[src/rtl/seq_chk_pkg.sv]
// Shared types and default sizes for the
// toggle/counter stream checker.
package seq_chk_pkg;

  typedef enum logic [1:0] {
    IDLE   = 2'd0,
    SYNC   = 2'd1,
    LOCKED = 2'd2
  } chk_state_e;

  localparam int DEF_W          = 10;
  localparam int DEF_LOCK_COUNT = 4;
  localparam int DEF_CNT_W      = 16;

endpackage

[src/rtl/seq_stream_checker_sat_counter.sv]
// Saturating up-counter with synchronous
// clear and asynchronous active-low reset.
module sat_counter #(
  parameter int CNT_W = seq_chk_pkg::DEF_CNT_W
) (
  input  logic             clk,
  input  logic             rst_n,
  input  logic             clr,
  input  logic             en,
  output logic [CNT_W-1:0] cnt
);

  logic [CNT_W-1:0] cnt_q;
  logic [CNT_W-1:0] cnt_d;

  // next count: clear wins, hold at all-ones
  always_comb begin
    cnt_d = cnt_q;
    if (clr) begin
      cnt_d = '0;
    end else if (en && (cnt_q != '1)) begin
      cnt_d = cnt_q + CNT_W'(1);
    end
  end

  // count register
  always_ff @(posedge clk or negedge rst_n) begin
    if (!rst_n) begin
      cnt_q <= '0;
    end else begin
      cnt_q <= cnt_d;
    end
  end

  assign cnt = cnt_q;

endmodule

[config.mk]
export PLATFORM = sky130hd
export DESIGN_NAME = sat_counter
export DESIGN_NICKNAME = d
export VERILOG_FILES = /design/src/rtl/seq_chk_pkg.sv /design/src/rtl/seq_stream_checker_sat_counter.sv
export SDC_FILE = /design/constraint.sdc
export NUM_CORES = 1
export LEC_CHECK = 0
export BUFFER_PORTS_ARGS = -buffer_cell sky130_fd_sc_hd__buf_2
export CORE_MARGIN = 2
export CORE_UTILIZATION = 50
export CTS_CLUSTER_SIZE = 10
export DETAILED_ROUTE_END_ITERATION = 6
export GPL_TIMING_DRIVEN = 0
export PLACE_DENSITY = 0.74
export SLEW_MARGIN = 0
export SYNTH_ARGS = -nofsm -noshare
export SYNTH_HDL_FRONTEND = slang
export SYNTH_SLANG_ARGS = --single-unit
[constraint.sdc]
create_clock -name clk -period 2.4 [get_ports clk]
set_input_delay 0 -clock clk [delete_from_list [all_inputs] [get_ports clk]]
set_output_delay 0 -clock clk [all_outputs]
set_load 0.1 [all_outputs]
# Word level (Yosys, flattened, before mapping)
# Index checks and enable logic that the tools add are counted.
# W data, S select, Z words.
# op_classes
n_addsub	1
eq_ne	1
mux	2
n_reduce_logical	2
# op_table
cell	n
$mux W16	2
$add A16 B1 Y16 const B	1
$ne A16 B16 Y1 const B	1
$reduce_bool A2 Y1	1
$logic_and A1 B1 Y1	1
# totals
regBits	16
in_bits	4
output_inout_bits	16
word_cells	7

# Longest topological paths before layout
# depth
word_depth	4
ltp_mapped	6
depth_no_buf	5

# Worst setup path before layout
# OpenSTA, ideal clock, no wires.
# synth_path
path_kind	reg-to-reg
from	register cnt_q[0] (netlist: cnt[0])
to	register cnt_q[15] (netlist: cnt[15])
setup_time_ns	0.128
arrival_ns	2.349
required_time_ns	2.272
path_slack_ns	-0.076
stages_incl_launch_ff	6
n_path_buf	0
period_less_slack_ns	2.476
path_cell_list	dfrtp_1 -> ha_1 -> nand4_2 -> nor4_4 -> nor4_1 -> mux2_1
# synth_via
elab_chain_len	3
word_cells_on_any_way	6
classes_between	add/sub (1); eq/ne (1); mux (2); reduce/logical (2)
# synth_lines
element	line	rtl
start: declaration	seq_stream_checker_sat_counter.sv:13	logic [CNT_W-1:0] cnt_q;
start signal: assignment	seq_stream_checker_sat_counter.sv:31	cnt_q <= cnt_d;
$add A16 B1 Y16 or $ne A16 B16 Y1 (tied branches)	seq_stream_checker_sat_counter.sv:22, seq_stream_checker_sat_counter.sv:21	
$mux W16 or $logic_and A1 B1 Y1 (tied branches)	seq_stream_checker_sat_counter.sv:21	end else if (en && (cnt_q != '1)) begin
$mux W16 or $reduce_bool A2 Y1 (tied branches)	--	
# Several ways; a longest one is shown, not always the timed one. The select of a mux whose other input is x is not followed.
# A chain may end at the register's enable or synchronous reset.

# Worst setup path after layout
# Ends and elaborated chain as after synthesis.

==> metrics.txt <==
Post-Place Worst Slack=0.486 ns; Slew HR=0.649; final setup margin=0.458 ns; All-Layer GR Usage=0.216; WP data required=2.57 ns; final WL=2.20 mm; pwr/cell area=448 nW/um2; Wirelength per Cell=14.9 um; die area=2250 um2; # port buffers=19; Post-synth EDFFs=0; HP Class=input pin to register; status=completed; static leakage=0.509 nW; fin crit share=0.809; register area share after synthesis=0.425; worst setup path category=register to register; clk slew on worst S/H paths=0.10 ns; Post-DP Area=1070 um2; Slew @ Worst Pin=0.522 ns; Synthesized Nets=103; Max Slew Vio Count=0; CP Launch Type=register; main flop type after synthesis=dfrtp_1; HP Start=clr; GP Congestion=0.812; first-pass GRT wire length=3.40 mm; R2R Path Start=cnt[0]$_DFFE_PN0P_; worst hold slack=0.0595 ns; global route total overflow=0; number of flip-flops in the largest register=16; count leader, synth=dfrtp_1; CTS tree=yes; FF+latch count, synth=16; Achievable Freq=515 MHz; synthesized area=942 um2; CTS Buf Count=3; Synth Area per Inst=9.61 um2; vias=888; Critical path origin=cnt[0]$_DFFE_PN0P_; largest net degree at the start of global routing=17; Synth top cells by count=16 x dfrtp_1, 11 x a21oi_1, 7 x o31ai_1; Via density=6.00; Max-Cap Viols=0; Sink Count=16; drt first pass iters=4; Distinct cells, synth=28; share of layout cells above drive strength 1=0.285; Core ar.=1750 um2; Final ANT Viol Nets=0; DP Wirelength=1.53 mm; flop2flop setup slack=0.46 ns; Crit Path Max Fanout=10; Post-Syn Instances=98; Hold Fails Final Rpt=0; CP cell instances=ha_1, nand4_2, nor4_4, nor4_1, mux2_1; worst skew pair latency=0.29 ns; Worst Path Arrival=2.11 ns; dpl cells=142; Layout Cell Area excl Fill=1130 um2; Synth area leaders=dfrtp_1 42%, a21oi_1 5.8%, o31ai_1 5.6%; Peak VDD IR=0.403 mV; Setup crit end kind=register; Yosys warnings=0; Area Overhead vs Synth=19.7%; depth of the CTS H-tree=1; min Tclk post-route=1.94 ns; Setup Viol. Count Final=0; vias in the first global route=761; root buf cell=clkbuf_4; Starting DRT DRC Count=20; NumNets Final=129; Final Skew=0.00767 ns; Cell Count, Final, Fillers Out=148; unrepaired setup endpoints after global routing=false; die width=47.4 um; I/O pins=20; top cell type by total area after synthesis=dfrtp_1; DRC viols=0; Crit path largest cell delay=0.55 ns; FP Rows=15; Initial Utilization=0.540; Crit-path slowest cell=nor4_4; Ant. Diodes=0; top cell type's share of synthesized area=0.425; clock buffer depth=2; die height=47.4 um; initial antenna violation count=0; setup_tns=0 ns; asr flop ratio synth=1.00
[path summary, 6_finish.rpt]
kind	endpoint	cells after the start
worst max register to register	cnt[15]$_DFFE_PN0P_	5
min in group asynchronous	cnt[6]$_DFFE_PN0P_	2
worst max-delay path	cnt[15]$_DFFE_PN0P_	5
worst min register to register	cnt[14]$_DFFE_PN0P_	2
max in group asynchronous	cnt[1]$_DFFE_PN0P_	2
worst min-delay path	cnt[15]$_DFFE_PN0P_	3
[metrics by stage]
stage	power [mW]	utilization
floorplan	0.314	-
global placement	0.330	0.614
detailed placement	0.331	0.614
CTS	0.516	0.646
global route	0.533	0.646
finish	0.505	0.646
[kinds of logic (layout without fill, tap and decap cells)]
logic type,count (synthesis),count (layout),share of synthesized area
AOI/OAI and AO/OA,24,24,0.162
and+or+nand+nor,45,45,0.312
muxes,4,4,0.0478
adders and majority gates,1,1,0.0133
DFF,16,16,0.425
buffers and inverters,8,33,0.0398
[routing by layer]
metal / routed length [um] / vias up / GRT usage / part of all wire
met5: 0 / - / 0 / 0
met4: 35 / 0 / 0.100 / 0.016
met3: 88 / 6 / 0.0377 / 0.040
met2: 992 / 27 / 0.322 / 0.45
met1: 1080 / 421 / 0.306 / 0.49
li1: - / 434 / - / -
[critical path, delay by kind of cell (launching register included)]
| family | cells | cell delay [ns] |
|---|---|---|
| simple gates | 3 | 0.85 |
| flops | 1 | 0.41 |
| mux | 1 | 0.33 |
| fa+ha+maj | 1 | 0.24 |
[layout make-up]
cell class,instances,area [um2]
flip-flops and latches,16,403
clock buffers,4,36.3
multi-input cells,74,504
repair buffers,21,115
well taps,25,31.3
fillers,163,618
inverters,3,11.3
plain buffers,5,26.3
[layout by cell type, fill, tap and decap left out, drive strengths merged, types with 2 or more instances in the layout]
cell and count:
buf 20, dfrtp 16, a21oi 11, clkbuf 8, o31ai 7, nand4 7
or4 7, nand2 6, nor4 5, nor2b 4, nor2 4, mux2 4
o21ai 4, inv 3, nand3 3, or3 3, and4 2, and3 2
dlygate4sd3 2
[what timing repair did]
action | 4_1_cts | 5_1_grt
endpoints found under the setup margin | 0 | 0
hold buffers | 2 | 0
buffers inserted | 0 | 0
resized for setup | 0 | 0
endpoints found under the hold margin | 17 | 0
[power by group]
part	switching, mW	total, mW	internal, mW
clock	0.0845	0.177	0.0924
combinational	0.0410	0.0523	0.0113
sequential	0.00335	0.276	0.272
Power figures use the tool's default switching activity.
